===== config.mk =====
export PLATFORM = sky130hd
export DESIGN_NAME = timer_ctrl
export DESIGN_NICKNAME = d
export VERILOG_FILES = /design/src/rtl/timer_ctrl.sv
export SDC_FILE = /design/constraint.sdc
export NUM_CORES = 1
export LEC_CHECK = 0
export ABC_AREA = 1
export ABC_CLOCK_PERIOD_IN_PS = 2390
export BUFFER_PORTS_ARGS = -buffer_cell sky130_fd_sc_hd__buf_2
export CORE_AREA = 4 4 103 105
export CTS_CLUSTER_SIZE = 8
export DETAILED_ROUTE_END_ITERATION = 7
export DIE_AREA = 0 0 107 109
export PLACE_DENSITY = 0.57
export SYNTH_ARGS = -nofsm -noshare
export SYNTH_HDL_FRONTEND = slang
export SYNTH_SLANG_ARGS = --single-unit

===== constraint.sdc =====
create_clock -name clk -period 2.39 [get_ports clk]
set_input_delay 0.3585 -clock clk [delete_from_list [all_inputs] [get_ports clk]]
set_output_delay 0.3585 -clock clk [all_outputs]
set_load 0.05 [all_outputs]

===== src/rtl/timer_ctrl.sv =====
// timer_ctrl: down-counting timer with start/stop/pause commands, one-shot or auto-reload
// Ports: clk; rst (asynchronous, active-high); start, stop, pause (level-sampled commands,
// priority stop > pause > start); auto_reload and load_val (latched on start);
// count (registered down-counter); busy (registered, high in RUN/PAUSE);
// done (registered one-cycle terminal pulse); state (IDLE=00, RUN=01, PAUSE=10).
module timer_ctrl #(
   parameter int WIDTH = 26
) (
   input  logic             clk,
   input  logic             rst,
   input  logic             start,
   input  logic             stop,
   input  logic             pause,
   input  logic             auto_reload,
   input  logic [WIDTH-1:0] load_val,
   output logic [WIDTH-1:0] count,
   output logic             busy,
   output logic             done,
   output logic [1:0]       state
);
   typedef enum logic [1:0] {IDLE = 2'b00, RUN = 2'b01, PAUSE = 2'b10} state_t;
   state_t           st;
   logic [WIDTH-1:0] reload;
   logic             reload_ar;
   assign state = st;
   // busy is written on every path alongside st so it always equals (next state != IDLE)
   always_ff @(posedge clk or posedge rst) begin
      if (rst) begin
         st        <= IDLE;
         count     <= '0;
         busy      <= 1'b0;
         done      <= 1'b0;
         reload    <= '0;
         reload_ar <= 1'b0;
      end else begin
         done <= 1'b0;
         if (stop) begin
            st    <= IDLE;
            count <= '0;
            busy  <= 1'b0;
         end else begin
            case (st)
               IDLE: if (start) begin
                  st        <= RUN;
                  count     <= load_val;
                  reload    <= load_val;
                  reload_ar <= auto_reload;
                  busy      <= 1'b1;
               end
               RUN: begin
                  // pause wins over start and also swallows a terminal edge
                  if (pause) st <= PAUSE;
                  else if (start) begin
                     count     <= load_val;
                     reload    <= load_val;
                     reload_ar <= auto_reload;
                  end else if (count != '0) count <= count - WIDTH'(1);
                  else begin
                     done <= 1'b1;
                     if (reload_ar) count <= reload;
                     else begin
                        st   <= IDLE;
                        busy <= 1'b0;
                     end
                  end
               end
               PAUSE: if (!pause) st <= RUN;
               default: begin
                  st    <= IDLE;
                  count <= '0;
                  busy  <= 1'b0;
               end
            endcase
         end
      end
   end
endmodule

==> run metrics, run 1 <==
status=finished clean; stage delay of the slowest cell on the critical path=~390 ps; Hold Fails Final Rpt=0; num ports=62; synthesized-area fraction occupied by ao, oa, aoi and oai cells=0.103; arrival time at the worst endpoint=2310 ps; total buffers and inverters traversed by the critical path=2; antenna-violating nets left=0; critical-path cell list=inv_1 -> ha_1 -> nand2_1 -> nor2_4 -> nand2_4 -> inv_2 -> nand2_4 -> o21ai_1 -> nand2_1 -> nand2_1 -> nand2_1 -> nand2_1 -> nand2_1; antenna violations before repair=0; Die Y=109 µm; kind of end point of the critical path=flop; final-report setup violation count=0; DRC=0; Final Util=0.472; clock tree from TritonCTS=done; clock root cell=clkbuf_8; Max clock buf depth=2; min-delay worst type=in -> reg; Vias/cell=5.00; pin count of the biggest net entering global routing=53; final weighted congestion of routability-driven global placement=around 0.9; Critical Path Source Type=flop; std cell rows=36; Die X=around 110 µm; Critical Setup Path Class=reg -> reg; Layout Cell Area excl Fill=approximately 0.0045 mm²; adder-cell share of the synthesized area=0.00324; share of synthesized area occupied by flip-flops and latches=0.370; vias after detailed routing=4080; Top cell by count, worst path=nand2_1; clock tree sinks=57; main combinational cell family by area after synthesis=simple AND/OR/NAND/NOR gates; period utilisation layout=0.864; Worst-path clk slew=60 ps; CP required=2630 ps; kind of cell with the highest combined delay on the critical path=simple AND/OR/NAND/NOR gates; DR WL/cell=around 15 µm; total clock buffers created by CTS=9; area of placed instances=0.00438 mm²; Starting Density=0.400; post-synthesis cell count=a little over 600; worst hold slack after final layout=219 ps; FF+latch count, synth=57; proportion of layout cells with a drive suffix above 1=0.168; time the final worst path needs with I/O delays and setup=2070 ps; number of antenna cells inserted=0; Slew HR=0.604; power consumption=0.00488 W; average footprint of a synthesized cell=6.35 µm²; post-synth design cell area=roughly 0.0039 mm²; Worst-Skew Late Latency=350 ps; Starting DRT DRC Count=240; Pwr per Cell Area=roughly 1100 mW/mm²; first-pass iteration count of the detailed router=5; number of buffers inserted by port buffering=61; number of cells upsized or downsized after cts=0; parity-gate share of the synthesized area counting xor and xnor cells=0.0159; area share of the largest cell type after synthesis=0.370; highest net fanout along the worst path=16; placeable core area=0.00964 mm²; Total Routing Usage GR=0.223; count of pins over their slew limit=0; post-DP HPWL=8.48 mm; global-route wire length before repair=a little over 20 mm; count of distinct cell types in the synthesized netlist=33; mux contribution to synthesized area=0.00292; number of H-tree levels=3; total overflow reported by the global router=0; # nets final=712; max-cap violations=0; post-synthesis cell type with the largest combined area=dfrtp_1; highest ir drop seen on vdd=between 0.0004 and 0.0005 V; maximum clock rate=0.484 GHz; RSZ-0062 raised after global routing=no; vias in the first global route=4056; Post-Synthesis Net Count=approximately 640; fraction of the mapped netlist area in simple logic gates=0.420; leakage power figure=between 2 and 3 nW; layout overhead on the synthesized area=17.9%; post-detailed-routing wire length=between 10 and 15 mm; critical-path cell with the highest stage delay=dfrtp_1; clock skew=4.11 ps; DIE AREA=0.0117 mm²; top area cells in the synthesized netlist=dfrtp_1 37%, nand2_1 25%, nor2_1 5.5%, inv_1 5.2%, nand3_1 5.1%; slew of the pin with the lowest slew margin=593 ps; Syn. warnings=0; Sum Neg Setup Slack=0 ps
[final timing paths]
kind,from,to,slack [ps],depth (start not counted)
max in group asynchronous,rst,reload[10],1240,4
worst min register to register,busy,busy,470,2
min in group asynchronous,rst,state[1],520,3
worst max-delay path,count[0],count[2],320,13
worst min-delay path,pause,done,220,2
worst max register to register,count[0],count[2],320,13
[cell usage in the layout (no fill, tap or decap), types with 2 or more instances in the layout]
cell and count:
a21oi_1 26, buf_2 61, buf_4 19, clkbuf_1 5, clkbuf_8 10, dfrtp_1 57, inv_1 52, inv_2 8
nand2_1 258, nand2_4 2, nand3_1 39, nand3_2 2, nand3b_1 4, nand4_1 10, nor2_1 56, nor2_2 4
nor2_4 3, nor3_1 3, o21ai_0 32, o21ai_1 11, o21bai_1 3, xor2_1 6
[routing by layer]
metal	share of wire	wire length (µm)	track usage	up-vias
li1	-	-	-	2057
met3	0.048	577	0.0444	18
met4	0.017	208	0.0703	0
met1	0.47	5620	0.300	1899
met2	0.46	5570	0.364	106
met5	0	0	0	-
[state kept, by name, summed over array words and instances (netlist names)]
name and flops:
busy 1, done 1, state 2, reload 26, reload_ar 1, count 26
[cells in the mapped netlist (all sizes together)]
library cell  count
nand3            41
a211oi            1
clkbuf           11
nor4              1
nand3b            4
mux2              1
nor3              4
nand4            11
or2               1
nand2           260
o21ai            44
nor2             63
buf              10
xor2              6
a21o              1
ha                1
xnor2             1
a21oi            27
inv              60
dfrtp            57
o21bai            3
[through the flow]
step                instances  setup WS (ps)
finish                    816            324
global route              816           38.6
CTS                       816            315
detailed placement        800            332
global placement          800            417
floorplan                 608            248
[report_power, final]
group / switching, W / internal (W) / total, W
Clock: 0.000391 / 0.000401 / 0.000793
Combinational: 0.00185 / 0.000768 / 0.00261
Sequential: 0.000262 / 0.00121 / 0.00148
[cell type report]
| class | count | area (µm²) |
|---|---|---|
| Clock buffer | 15 | 156 |
| Fill cell | 1069 | 5090 |
| Inverter | 60 | 225 |
| Multi-Input combinational cell | 470 | 2120 |
| Sequential cell | 57 | 1430 |
| Tap cell | 133 | 166 |
| Timing Repair Buffer | 81 | 458 |
[timing repair]
item / 4_1_cts / 5_1_grt
buffers inserted: 0 / 0
hold buffers: 1 / 0
hold endpoints to repair: 15 / 0
[worst register-to-register path: cells and delay by family, from the launching register on]
| family | cells | cell delay [ps] |
|---|---|---|
| AND/OR/NAND/NOR | 9 | 900 |
| AO/OA/AOI/OAI | 1 | 160 |
| adder cells (fa/ha/maj) | 1 | 250 |
| buffers and inverters | 2 | 250 |
| flip-flops | 1 | 390 |
[logic make-up after synthesis]
kind of cell	count (synthesis)
compound gates	76
xor+xnor	7
fa+ha+maj	1
buf+inv	81
flops	57
mux	1
simple gates	385
Power figures use the tool's default switching activity.
==> run 2: changes to the inputs <==
--- a/config.mk
+++ b/config.mk
@@ -9,6 +9,7 @@
 export ABC_CLOCK_PERIOD_IN_PS = 2390
 export BUFFER_PORTS_ARGS = -buffer_cell sky130_fd_sc_hd__buf_2
 export CORE_AREA = 4 4 103 105
+export CTS_BUF_LIST = sky130_fd_sc_hd__clkbuf_2
 export CTS_CLUSTER_SIZE = 8
 export DETAILED_ROUTE_END_ITERATION = 7
 export DIE_AREA = 0 0 107 109
==> run 2 against run 1 <==
Effect of this change: via count is 0.54% higher; routed wire length rose by 0.57%; worst setup slack worse by 7.7 ps; register-to-register slack about the same; count of clock-buffer cells in the layout is 1 lower; hold slack worse by 150 ps; global-route usage is essentially flat; design area fell by 1.6%; clock skew up 3.8 ps; total power is 5.6% lower; sequential power barely moved; sequential share of layout area is 0.51 points higher.
==> run metrics, run 2 (synthesized netlist as in run 1, its figures left out) <==
global-route wire length before repair=20.4 mm; post-detailed-routing wire length=between 10 and 15 mm; vias after detailed routing=4102; status=finished clean; period utilisation layout=0.868; highest ir drop seen on vdd=~0.00042 V; number of cells upsized or downsized after cts=0; sequential cell area=around 0.0014 mm²; Hold Fails Final Rpt=0; Critical Setup Path Class=reg -> reg; worst flop-to-flop path endpoint=count[2]; total overflow reported by the global router=0; pin count of the biggest net entering global routing=53; placeable core area=0.00964 mm²; number of H-tree levels=3; Slew HR=0.607; kind of cell with the highest combined delay on the critical path=simple AND/OR/NAND/NOR gates; clock root cell=clkbuf_2; Vias/cell=5.02; Die Y=109 µm; Starting Density=0.400; vias in the first global route=4040; Final Util=0.464; Hold Crit Start=stop; hold_buf cts=1; number of antenna cells inserted=0; met3 Usage GRT=0.0409; count of pins over their slew limit=0; stage delay of the slowest cell on the critical path=420 ps; first-pass iteration count of the detailed router=5; commonest non-fill, non-tap cell in the layout=nand2_1; CP required=approximately 2800 ps; proportion of layout cells with a drive suffix above 1=0.174; leakage power figure=2.56 nW; min-delay worst type=in -> reg; critical-path cell with the highest stage delay=dfrtp_1; arrival time at the worst endpoint=2480 ps; Critical Path Source Type=flop; worst hold slack after final layout=64.3 ps; final-report setup violation count=0; Max clock buf depth=2; Worst-path clk slew=around 150 ps; kind of end point of the critical path=flop; antenna-violating nets left=0; number of filler cells placed in the layout=1080; DRC=0; most utilized layer in the global route result=met2; DR WL/cell=14.7 µm; final weighted congestion of routability-driven global placement=a little over 0.9; maximum clock rate=0.482 GHz; antenna violations before repair=0; met1 layer usage reported by global route=0.302; clock skew=roughly 8 ps; number of buffers inserted by port buffering=61; Starting DRT DRC Count=278; Pwr per Cell Area=roughly 1000 mW/mm²; # nets final=713; total clock buffers created by CTS=9; post-DP HPWL=8.48 mm; std cell rows=36; Layout Cell Area excl Fill=0.00448 mm²; Die X=107 µm; area of combinational cells with multiple inputs=0.00212 mm²; clock tree from TritonCTS=done; area of placed instances=0.00438 mm²; clock tree sinks=57; total buffers and inverters traversed by the critical path=2; reg-to-reg slack, setup=320 ps; Worst Hold Path EP=state[1]; critical-path cell list=inv_1 -> ha_1 -> nand2_1 -> nor2_4 -> nand2_4 -> inv_2 -> nand2_4 -> o21ai_1 -> nand2_1 -> nand2_1 -> nand2_1 -> nand2_1 -> nand2_1; RSZ-0062 raised after global routing=no; Sum Neg Setup Slack=0 ps; DIE AREA=about 0.012 mm²; worst hold stages=2; slew of the pin with the lowest slew margin=around 590 ps; number of setup buffers added after CTS=0; layout overhead on the synthesized area=16.0%; max-cap violations=0; cell depth of the worst flop-to-flop path=13; top library cells by usage in the layout, fill and taps aside=258 x nand2_1, 61 x buf_2, 57 x dfrtp_1; Total Routing Usage GR=0.223; time the final worst path needs with I/O delays and setup=2070 ps; Worst-Skew Late Latency=approximately 500 ps; Top cell by count, worst path=nand2_1; met2 Usage GRT=0.363; num ports=between 60 and 70; Reg2Reg Launch Point=count[0]; highest net fanout along the worst path=16
run 2: metal layers:
layer / vias up / routed length (µm)
li1: 2067 / -
met1: 1905 / 5520
met2: 110 / 5590
met3: 20 / 722
met4: 0 / 214
met5: - / 0
run 2: power by group:
part	leakage [nW]	internal [W]	total, W	switching, W
Combinational	1.77	0.000769	0.00262	0.00185
Clock	0.0597	0.000151	0.000514	0.000363
Sequential	0.727	0.00121	0.00147	0.000263
Total	2.56	0.00213	0.00461	0.00248
run 2: layout make-up:
type	instances	area share
repair buffers	82	0.105
flip-flops and latches	57	0.319
inverters	60	0.0503
multi-input cells	470	0.473
well taps	133	0.0372
clock inverters	1	0.000838
clock buffers	14	0.0157
run 2: metrics by stage:
step                      std cells  total power [W]  setup WS [ps]
after floorplan                 608          0.00337            248
after global placement          800          0.00408            417
after detailed placement        800          0.00411            332
after CTS                       816          0.00465            288
after global routing            817          0.00504           24.4
final                           817          0.00461            316
run 2: worst max-delay path by stage:
stage / startpoint / end / cells after the start
detailed placement: count[0] / count[2] / 13
finish: count[0] / count[2] / 13
global route: count[0] / count[7] / 13
global placement: count[0] / count[13] / 11
floorplan: count[0] / count[3] / 14
CTS: count[0] / count[13] / 11
==> run 3: changes to the inputs <==
--- a/config.mk
+++ b/config.mk
@@ -14,6 +14,7 @@
 export DETAILED_ROUTE_END_ITERATION = 7
 export DIE_AREA = 0 0 107 109
 export PLACE_DENSITY = 0.57
+export RECOVER_POWER = 25
 export SYNTH_ARGS = -nofsm -noshare
 export SYNTH_HDL_FRONTEND = slang
 export SYNTH_SLANG_ARGS = --single-unit
==> run 3 against run 2 <==
Effect of this change: sequential power about the same; global-route usage unchanged; sequential cell count unchanged; hold slack worse by 3.2 ps; cell count unchanged; non-clock buffer count unchanged; critical endpoint unchanged; highest routed layer unchanged; first-iteration DRC count up 2.9%; register-to-register slack about the same; clock skew up 3.3 ps; largest cell class unchanged; count of clock-buffer cells in the layout unchanged; clock power about the same; via count down 0.17%.
==> run metrics, run 3 (synthesized netlist as in run 1, its figures left out) <==
status=finished clean; DIE AREA=0.0117 mm²; number of buffers inserted by port buffering=a little over 60; slew of the pin with the lowest slew margin=around 650 ps; number of antenna cells inserted=0; antenna violations before repair=0; layout overhead on the synthesized area=15.9%; min-delay worst type=in -> reg; Slew HR=0.565; leakage power figure=2.56 nW; max-cap violations=0; count of pins over their slew limit=0; maximum clock rate=between 0.4 and 0.5 GHz; Vias/cell=5.01; first-pass iteration count of the detailed router=6; crit path from=count[0]; commonest non-fill, non-tap cell in the layout=nand2_1; Max clock buf depth=2; highest ir drop seen on vdd=0.000418 V; clock root cell=clkbuf_2; antenna-violating nets left=0; RSZ-0062 raised after global routing=no; top library cells by usage in the layout, fill and taps aside=258 x nand2_1, 61 x buf_2, 57 x dfrtp_1; min setup slack post-route=318 ps; worst hold stages=2; worst hold slack after final layout=61.2 ps; Reg2Reg Launch Point=count[0]; kind of end point of the critical path=flop; clock skew=roughly 11 ps; proportion of layout cells with a drive suffix above 1=0.173; vias after detailed routing=4095; Worst Setup Slack post-DPL=around 330 ps; number of cells in the finished layout apart from fillers=817; Total Routing Usage GR=0.223; Critical Setup Path Class=reg -> reg; reg-to-reg slack, setup=between 300 and 400 ps; total overflow reported by the global router=0; Worst Hold Path EP=state[1]; Worst-Skew Late Latency=roughly 500 ps; global-route wire length before repair=20.4 mm; Hold Crit Start=stop; # nets final=713; Starting DRT DRC Count=286; number of H-tree levels=3; Final Util=0.464; Sum Neg Setup Slack=0 ps; pin count of the biggest net entering global routing=53; arrival time at the worst endpoint=roughly 2500 ps; clock tree from TritonCTS=done; placeable core area=0.00964 mm²; vias in the first global route=4040; highest net fanout along the worst path=16; Hold Fails Final Rpt=0; DR WL/cell=14.7 µm; DRC=0; post-DP HPWL=8.48 mm; Worst-path clk slew=150 ps; num ports=62; time the final worst path needs with I/O delays and setup=2070 ps; Die Y=109 µm; Critical Path Source Type=flop; clock tree sinks=between 50 and 60; CP required=approximately 2800 ps; Pwr per Cell Area=1030 mW/mm²; std cell rows=36; cell depth of the worst flop-to-flop path=13; # placed instances=800; final weighted congestion of routability-driven global placement=0.925; post-detailed-routing wire length=12.0 mm; final-report setup violation count=0; Die X=between 100 and 150 µm; Starting Density=0.400; period utilisation layout=0.867; total clock buffers created by CTS=9; worst flop-to-flop path endpoint=count[2]
-- run 3: changes by cell type in the layout (fill, tap and decap cells not counted), sizes merged --
cell | before | now
buf | 80 | 78
clkbuf | 14 | 16
-- run 3: final cells by class --
| cell class | instances | area [µm²] |
|---|---|---|
| fillers | 1080 | 5170 |
| multi-input cells | 470 | 2120 |
| flip-flops and latches | 57 | 1430 |
| repair buffers | 82 | 463 |
| inverters | 60 | 225 |
| well taps | 133 | 166 |
| clock buffers | 14 | 70.1 |
| clock inverters | 1 | 3.75 |
-- run 3: worst max-delay path: stages (launching register included) --
cell and delay, ps:
dfrtp_1 420, inv_1 110, ha_1 250, nand2_1 130
nor2_4 230, nand2_4 110, inv_2 140, nand2_4 150
o21ai_1 160, nand2_1 60, nand2_1 60, nand2_1 50
nand2_1 50, nand2_1 50
-- run 3: per-stage QoR --
step	cell area [µm²]	power, W
after floorplan	3860	0.00337
after global placement	4380	0.00408
after detailed placement	4380	0.00411
after CTS	4470	0.00465
after global routing	4470	0.00504
final	4470	0.00461
-- run 3: where the power goes --
part | internal [W] | total, W | switching [W]
clock network | 0.000151 | 0.000515 | 0.000364
registers | 0.00121 | 0.00147 | 0.000264
logic | 0.000768 | 0.00262 | 0.00185
-- run 3: worst max-delay path by stage --
| stage | slack (ps) | end | cells after the start |
|---|---|---|---|
| floorplan | 250 | count[3] | 14 |
| global placement | 420 | count[13] | 11 |
| detailed placement | 330 | count[2] | 13 |
| CTS | 290 | count[13] | 11 |
| global route | 20 | count[7] | 13 |
| finish | 320 | count[2] | 13 |
-- run 3: repair_timing --
item / in CTS / in global routing
hold buffers: 1 / 1
setup buffers: 0 / 0
gates resized for setup: 0 / 0
hold endpoints to repair: 15 / 1
-- run 3: routing by layer --
layer	track usage	wire length (µm)	up-vias
met5	0	0	-
met4	0.0703	186	0
met3	0.0409	648	18
met2	0.363	5600	111
met1	0.302	5590	1900
li1	-	-	2066
